## config.mk

```make
export PLATFORM = sky130hd
export DESIGN_NAME = mimo_gather_8_flat
export DESIGN_NICKNAME = d
export VERILOG_FILES = /design/src/rtl/mimo_gather_8_if.sv /design/src/rtl/mimo_gather_8.sv /design/src/flat_wrapper.sv
export SDC_FILE = /design/constraint.sdc
export NUM_CORES = 2
export LEC_CHECK = 0
export CAP_MARGIN = 15
export CORE_MARGIN = 4
export CORE_UTILIZATION = 43
export CTS_CLUSTER_DIAMETER = 50
export DETAILED_ROUTE_END_ITERATION = 8
export PLACE_DENSITY = 0.61
export SLEW_MARGIN = 20
export SYNTH_ARGS = -nofsm -noshare
export SYNTH_HDL_FRONTEND = slang
export SYNTH_SLANG_ARGS = --single-unit
```

## constraint.sdc

```tcl
create_clock -name i_clock -period 5.5 [get_ports i_clock]
set_input_delay 0.825 -clock i_clock [delete_from_list [all_inputs] [get_ports i_clock]]
set_output_delay 0.825 -clock i_clock [all_outputs]
set_load 0.01 [all_outputs]
```

## src/rtl/mimo_gather_8_if.sv

```systemverilog
// Branch-side and vector-side signals of the 8-lane gather block.
// MIMO_GATHER_8_COLLISION_EN adds the o_collision_count statistic.
interface mimo_gather_8_if #(
    parameter int WIDTH = 16
);
    logic [7:0][WIDTH-1:0] i_data;
    logic [7:0][2:0]       i_lane;
    logic [7:0]            i_valid;
    logic [7:0]            o_ready;
    logic [7:0][WIDTH-1:0] o_data;
    logic                  o_valid;
    logic                  i_ready;
`ifdef MIMO_GATHER_8_COLLISION_EN
    logic [15:0]           o_collision_count;
`endif

    // slave is the gather block, master is whoever drives the branches and consumes vectors
    modport slave (
        input  i_data, i_lane, i_valid, i_ready,
        output o_ready, o_data, o_valid
`ifdef MIMO_GATHER_8_COLLISION_EN
        , output o_collision_count
`endif
    );

    modport master (
        output i_data, i_lane, i_valid, i_ready,
        input  o_ready, o_data, o_valid
`ifdef MIMO_GATHER_8_COLLISION_EN
        , input o_collision_count
`endif
    );
endinterface

```

## src/rtl/mimo_gather_8.sv

```systemverilog
// Double-buffered gather: lane-tagged words from 8 branches are reassembled into 8-lane vectors.
// MIMO_GATHER_8_COLLISION_EN adds a saturating count of lane-collision stall cycles.
module mimo_gather_8 #(
    parameter int WIDTH = 16
) (
    input  logic             i_clock,
    input  logic             i_reset_n,
    mimo_gather_8_if.slave   bus
);

    logic [1:0][7:0]            mask;
    logic [1:0][7:0][WIDTH-1:0] bank;
    logic                       wr_sel;
    logic                       rd_sel;

    logic       wr_full;
    logic       rd_full;
    logic       read_fire;
    logic [7:0] accept;
    logic [7:0] claim;

    // claim starts as the write bank's mask; each winner marks its lane so later branches lose it
    always_comb begin
        wr_full = (mask[wr_sel] == 8'hFF);
        rd_full = (mask[rd_sel] == 8'hFF);
        claim   = mask[wr_sel];
        accept  = '0;
        for (int k = 0; k < 8; k++) begin
            if (i_reset_n && bus.i_valid[k] && !wr_full && !claim[bus.i_lane[k]]) begin
                accept[k]              = 1'b1;
                claim[bus.i_lane[k]]   = 1'b1;
            end
        end
        read_fire = rd_full && bus.i_ready;
    end

    assign bus.o_ready = accept;
    assign bus.o_valid = rd_full;
    assign bus.o_data  = bank[rd_sel];

    // read-clear comes last so it wins when both banks are full and rd_sel equals wr_sel
    always_ff @(posedge i_clock or negedge i_reset_n) begin
        if (!i_reset_n) begin
            mask   <= '0;
            bank   <= '0;
            wr_sel <= 1'b0;
            rd_sel <= 1'b0;
        end else begin
            for (int k = 0; k < 8; k++) begin
                if (accept[k]) begin
                    bank[wr_sel][bus.i_lane[k]] <= bus.i_data[k];
                end
            end
            if (!wr_full) begin
                mask[wr_sel] <= claim;
                if (claim == 8'hFF) begin
                    wr_sel <= ~wr_sel;
                end
            end
            if (read_fire) begin
                mask[rd_sel] <= '0;
                rd_sel       <= ~rd_sel;
            end
        end
    end

`ifdef MIMO_GATHER_8_COLLISION_EN
    logic [15:0] collision_count;
    logic        collide;

    // a full write bank blocks everyone, which is backpressure rather than a collision
    assign collide = !wr_full && |(bus.i_valid & ~accept);

    always_ff @(posedge i_clock or negedge i_reset_n) begin
        if (!i_reset_n) begin
            collision_count <= '0;
        end else if (collide && collision_count != 16'hFFFF) begin
            collision_count <= collision_count + 16'd1;
        end
    end

    assign bus.o_collision_count = collision_count;
`endif

endmodule
```

## src/flat_wrapper.sv

```systemverilog
// flat-port wrapper written by rule: the top's interface ports become plain ports
module mimo_gather_8_flat 
#(
    parameter int WIDTH = 16
)
  (i_clock, i_reset_n, bus_i_data, bus_i_lane, bus_i_valid, bus_i_ready, bus_o_ready, bus_o_data, bus_o_valid);
  mimo_gather_8_if #(.WIDTH(WIDTH)) bus_i ();
  input  logic i_clock;
  input  logic i_reset_n;
  input wire logic [$bits(bus_i.i_data)-1:0] bus_i_data;
  input wire logic [$bits(bus_i.i_lane)-1:0] bus_i_lane;
  input wire logic [$bits(bus_i.i_valid)-1:0] bus_i_valid;
  input wire logic [$bits(bus_i.i_ready)-1:0] bus_i_ready;
  output wire logic [$bits(bus_i.o_ready)-1:0] bus_o_ready;
  output wire logic [$bits(bus_i.o_data)-1:0] bus_o_data;
  output wire logic [$bits(bus_i.o_valid)-1:0] bus_o_valid;
  assign bus_i.i_data = bus_i_data;
  assign bus_i.i_lane = bus_i_lane;
  assign bus_i.i_valid = bus_i_valid;
  assign bus_i.i_ready = bus_i_ready;
  assign bus_o_ready = bus_i.o_ready;
  assign bus_o_data = bus_i.o_data;
  assign bus_o_valid = bus_i.o_valid;
  mimo_gather_8 #(.WIDTH(WIDTH)) u_core (.i_clock(i_clock), .i_reset_n(i_reset_n), .bus(bus_i));
endmodule
```

Word-level counts from Yosys, hierarchy flattened

Cells that the tools add are included.
Widths: inputs -> output; s select.

Flip-flop bits (word level): 274
Input port bits: 163
Output and inout port bits: 137
Word-level logic and storage cells: 210

Magnitude comparators: 20
Eq/ne operators: 3
Muxes and demuxes: 109
Bitwise operators: 13
Reduce and logical (&&, ||, !) cells: 45

Operators by type and width:

| operator           | number |
|---|---|
| $bwmux 256         | 8 |
| $mux 256           | 8 |
| $mux 128           | 10 |
| $demux 128 s1      | 8 |
| $demux 16 s3       | 8 |
| $mux 16            | 10 |
| $mux 8             | 14 |
| $or 8x8->8         | 8 |
| $logic_and 1x1->1  | 35 |
| $lt 3x4->1 const B | 8 |
| $bmux 1 s3         | 8 |
| $demux 1 s3        | 8 |
| $eq 8x8->1 const B | 3 |
| $ge 3x1->1 const B | 8 |
| $mux 1             | 24 |
| $and 16x16->16     | 1 |
| $bwmux 16          | 1 |
| $demux 8 s1        | 2 |
| $not 16->16        | 1 |
| $logic_not 1->1    | 9 |
| $lt 1x2->1 const B | 2 |
| $not 1->1          | 3 |
| $ge 1x1->1 const B | 2 |
| $reduce_and 2->1   | 1 |

Logic depth before layout (Yosys ltp)

Depth after elaboration: 46
Gate-level depth with buffers: 22
Mapped depth without buffers: 16

Worst setup path after synthesis

No wires, ideal clock.

Path type: in2out
Start: in bus_i_lane[0]
End: out bus_o_ready[7]
Arrival time: 4.429 ns
Data required time: 4.675 ns
Path slack: 0.246 ns
Stages on the path: 17
Buffers on the path: 3
Path through: buf_2 > nor3_1 > nand2b_1 > and3_1 > buf_4 > a211oi_2 > nand4b_1 > o311a_1 > or2_4 > buf_6 > o211a_4 > a21oi_4 > a21oi_1 > a41o_1 > a22oi_1 > o21ai_0 > a21boi_0

Word-level cells in the longest chain between the ends: 41
Elaborated cells on any way between the ends: 52
Those cells by class: 2 x order compare; 26 x mux; 7 x bitwise; 17 x reduce/logical

RTL lines:

| item                                                                  | RTL line            | RTL |
|---|---|---|
| start, declared                                                       | flat_wrapper.sv:11  | `input wire logic [$bits(bus_i.i_lane)-1:0] bus_i_lane;` |
| $lt 3x4->1 (not written as such) / $ge 3x1->1 (equally long branches) | mimo_gather_8.sv:31 | `claim[bus.i_lane[k]] = 1'b1;` |
| $logic_and 1x1->1 (not written as such)                               | mimo_gather_8.sv:31 |  |
| $mux 1 (not written as such)                                          | mimo_gather_8.sv:31 |  |
| $demux 1 s3                                                           | -                   |  |
| $or 8x8->8 (no line)                                                  | -                   |  |
| $mux 8 *                                                              | mimo_gather_8.sv:29 | `if (i_reset_n && bus.i_valid[k] && !wr_full && !claim[bus.i_lane[k]]) begin` |
| $bmux 1 s3                                                            | mimo_gather_8.sv:29 |  |
| $mux 1 (not written as such)                                          | mimo_gather_8.sv:29 |  |
| [25 not listed]                                                       | -                   |  |
| $logic_not 1->1                                                       | mimo_gather_8.sv:29 |  |
| $logic_and 1x1->1                                                     | mimo_gather_8.sv:29 |  |
| $mux 8 *                                                              | mimo_gather_8.sv:29 |  |
| $bmux 1 s3 *                                                          | mimo_gather_8.sv:29 |  |
| $mux 1 (not written as such) *                                        | mimo_gather_8.sv:29 |  |
| $logic_not 1->1 *                                                     | mimo_gather_8.sv:29 |  |
| $logic_and 1x1->1 *                                                   | mimo_gather_8.sv:29 |  |
| $mux 1 *                                                              | mimo_gather_8.sv:29 |  |
| end, declared                                                         | flat_wrapper.sv:14  | `output wire logic [$bits(bus_i.o_ready)-1:0] bus_o_ready;` |

Mark *: on every way between the ends. The rest lies on a longest branch, timed or not. The select of a mux whose other input is x is not followed.

Worst setup path in the final report

Start: reg u_core.wr_sel
End: out bus_o_ready[7]

Word-level cells in the longest chain between the ends: 42
Elaborated cells on any way between the ends: 59
Those cells by class: 1 x eq/ne; 26 x mux; 7 x bitwise; 25 x reduce/logical

RTL lines:

| item                                                                   | RTL line                                 | RTL |
|---|---|---|
| start, declared                                                        | mimo_gather_8.sv:13                      | `logic wr_sel;` |
| start signal, assigned                                                 | mimo_gather_8.sv:57                      | `wr_sel <= ~wr_sel;` |
| $mux 8 (not written as such) * (2 in series)                           | mimo_gather_8.sv:24, mimo_gather_8.sv:26 |  |
| $bmux 1 s3 / $eq 8x8->1 (equally long branches)                        | mimo_gather_8.sv:29, mimo_gather_8.sv:24 |  |
| $mux 1 (not written as such) / $logic_not 1->1 (equally long branches) | mimo_gather_8.sv:29                      |  |
| $logic_not 1->1 / $logic_and 1x1->1 (equally long branches)            | mimo_gather_8.sv:29                      |  |
| $logic_and 1x1->1                                                      | mimo_gather_8.sv:29                      |  |
| $mux 8                                                                 | mimo_gather_8.sv:29                      |  |
| $bmux 1 s3                                                             | mimo_gather_8.sv:29                      |  |
| $mux 1 (not written as such)                                           | mimo_gather_8.sv:29                      |  |
| [25 not listed]                                                        | -                                        |  |
| $logic_not 1->1                                                        | mimo_gather_8.sv:29                      |  |
| $logic_and 1x1->1                                                      | mimo_gather_8.sv:29                      |  |
| $mux 8                                                                 | mimo_gather_8.sv:29                      |  |
| $bmux 1 s3                                                             | mimo_gather_8.sv:29                      |  |
| $mux 1 (not written as such)                                           | mimo_gather_8.sv:29                      |  |
| $logic_not 1->1                                                        | mimo_gather_8.sv:29                      |  |
| $logic_and 1x1->1 *                                                    | mimo_gather_8.sv:29                      |  |
| $mux 1 *                                                               | mimo_gather_8.sv:29                      |  |

Marks and branches as above.

==> metrics.yaml <==
wl_um: 166000
final_nets: 5008
slew_headroom: 0.07771
syn_nets: 4734
drc: 0
final_layout_size_suffix_gt1_frac: 0.1943
track_usage: 0.3819
setup_viol: 2
critical_path_arrival_ns: 4.89
cts_buffer_depth: 3
slowest_stage: "dfrtp_4"
fmax_ghz: 0.1750
required_ns: 4.68
chipWidth_um: 288.5
ys_ff_latch: 274
start_kind: "flop"
yosysSeqAreaShare: 0.2026
cts-root-buf: "clkbuf_16"
cap_violations: 0
regArea_um2: 6864
cp_max_fo: 7
die-area_um2: 83260
grt_pass1_wl_um: 237600
report.final.slew_viol_count: 0
power_density_nw_per_um2: 412.8
status: "finished with violations"
place_inst: 5821
finalNonFillerCells: 5916
worst_slew_pin_slew_ns: 1.379
yosysUniqueCellTypes: 101
critPathCaptureType: "output port"
core_um2: 77720
synth_edf_count: 0
postLayoutCellArea_um2: 43000
rsz0062_at_grt: "true"
final_util: 0.5532
synth_area_leader_cell: "mux2i_1"
first_global_vias: 34630
ys_top_cells_by_area: "mux2i_1 23%, dfrtp_1 20%, mux2_2 8.0%, a21oi_1 7.2%, nor2_1 6.7%"
hold_violations: 0
drtPass1Iterations: 8
netlist_area_um2: 33840
violations: "negative setup slack"
worstSkewPairLatency_ns: 0.62
hpwl_um: 121800
grt-ovfl-total: 0
yosysWarnings: 0
clk_pin_slew_ns: 0.05
critical_path.most_common_cell: "buf_4"
num_rows: 102
wl_per_cell_um: 28.06
die_h_um: 288.5
dominantRegCellSynth: "dfrtp_1"
synthToLayoutAreaGrowth_pct: 27.05
crit_family: "compound AO/OA/AOI/OAI gates"
synth-simple-area-share: 0.1810
cts_tree: "done"
ios: 300
power_leakage_nw: 18.89
grt_start_max_net_pins: 132
async_flop_share: 1.000
postSynthAreaPerCell_um2: 7.404
peakVddDrop_mv: 0.4173
period_share: 1.039
synth-xor-area-share: 0.005694
critPathKind: "reg2out"
synth_compound_area_frac: 0.2232
fin_crit_ns: 5.715
antenna_found_initial: 3
netlist.area_leader.share: 0.2337
min_path_type: "in2async"
r2r_start: "u_core.wr_sel"
skew_ns: 0.03639
numClockSinks: 274
h-tree-depth: 2
multi_input_area_um2: 25050
drtAntennaViolNets: 0
drt-initial-drc-count: 5545
routed-via-count: 38080
placed_area_um2: 40950
cp-startpoint: "u_core.wr_sel"
setup_tns_ns: -0.2691
initial_core_util: 0.4354
place_congestion: 0.9790
synth_fa_ha_area_frac: 0
synth_top_family_by_area: "multiplexers"
setup_ws_ns: -0.2153
numPortBuffers: 299
synthCells: 4571
vias_per_cell: 6.436
pre_cts_slack_ns: -1.310
nFillCells: 7187
worstPathCellList: "mux2_4, a221oi_4, buf_4, and3_4, buf_4, a31o_1, a21oi_2, o311a_4, or2_4, buf_4, or4_4, nand4_1, o2111a_2, o21ai_2, a31oi_1, a21boi_4, buf_6"
cp_num_buf_inv: 4
synthMuxAreaShare: 0.3170
rrSetupSlack_ns: 0.22
cts_buffers: 49
cpPeakStageDelay_ns: 0.54
[through the flow]
stage / hold slack [ns] / power (W)
after floorplan: 0.5294 / 0.009846
after global placement: 0.5688 / 0.01396
after detailed placement: 0.5706 / 0.01404
after CTS: 0.1996 / 0.01749
after global routing: 0.1947 / 0.01878
final: 0.1990 / 0.01775
[cell families (layout without fill, tap and decap cells)]
kind of cell              after synthesis  in the layout
AOI/OAI and AO/OA                    1264           1264
and+or+nand+nor                      1378           1378
xor gates and xnor gates               22             22
other                                   0              1
buffers and inverters                 596            900
muxes                                1037           1037
DFF                                   274            274
[synth_stat cells (11+ instances only)]
cell and instances:
buf_1 18, a21o_1 21, nand2_1 428, o31a_1 17, nand4_1 15, o211ai_1 14
a211oi_1 246, nand3_1 50, mux2_2 241, a21oi_1 489, nor4_1 21, nor2_1 600
inv_1 31, nor3_1 78, o21ai_0 300, nand3b_1 11, clkbuf_1 488, xor2_1 13
dfrtp_1 274, and3_1 39, and2_1 31, buf_2 35, mux2i_1 790, o21ai_1 68
or3_1 11, nand2b_1 14, buf_4 16, a221oi_1 19
[cell usage in the layout, fill, tap and decap left out, drive strengths merged, types with 6 or more instances in the layout]
cell type      count
or3               11
nand3             52
nor2             606
o31a              17
nand3b            11
mux2i            790
buf              495
a21o              21
a221oi            20
mux2             244
and2              31
a21boi             6
a21oi            496
xnor2              9
nand2b            14
nor2b              9
o211ai            14
nor3              81
o21ai            370
clkdlybuf4s50    285
bufinv             8
nor4              30
nand4             15
or2                7
xor2              13
inv               34
clkbuf            64
o2111ai            6
a211oi           247
dfrtp            274
nand2            431
and3              39
clkinv             9
a31oi              9
nor3b             12
[layer usage]
layer / vias up / wire [µm] / GRT usage
met4: 4 / 7045 / 0.1413
li1: 16930 / - / -
met5: - / 99 / 0.007558
met3: 531 / 21600 / 0.1011
met2: 2697 / 68380 / 0.5582
met1: 17910 / 68890 / 0.5382
[area by class of cell]
class | count | area share
tap | 1040 | 0.03026
clock inverter | 19 | 0.008439
antenna | 1 | 0.00005820
multi-input combinational | 3701 | 0.5826
sequential | 274 | 0.1596
timing repair buffer | 786 | 0.1848
clock buffer | 62 | 0.03128
inverter | 33 | 0.002939
[flip-flops by register name, summed over array words and instances (netlist names)]
signal,cells
u_core.mask,16
u_core.wr_sel,1
u_core.rd_sel,1
u_core.bank,256
[what timing repair did]
item                                    CTS  global route
buffers inserted                         10             4
cloned                                    0             0
hold buffers                              0             0
resized for setup                        51            29
endpoints found under the setup margin   12             5
pin swaps                                24            18
[report_power, final]
part / internal [W] / switching [W] / total [W]
combinational: 0.00541 / 0.00543 / 0.0108
sequential: 0.00298 / 0.000622 / 0.00360
clock: 0.00209 / 0.00121 / 0.00330
[worst paths after layout]
| check | end | cells past startpoint |
|---|---|---|
| worst max-delay path | bus_o_ready[7] | 17 |
| worst min-delay path | u_core.bank[225] | 2 |
| worst max register to register | u_core.wr_sel | 22 |
| worst min register to register | u_core.mask[12] | 2 |
| max in group asynchronous | u_core.bank[48] | 6 |
| min in group i_clock | u_core.mask[12] | 2 |
(Power assumes the default switching activity.)
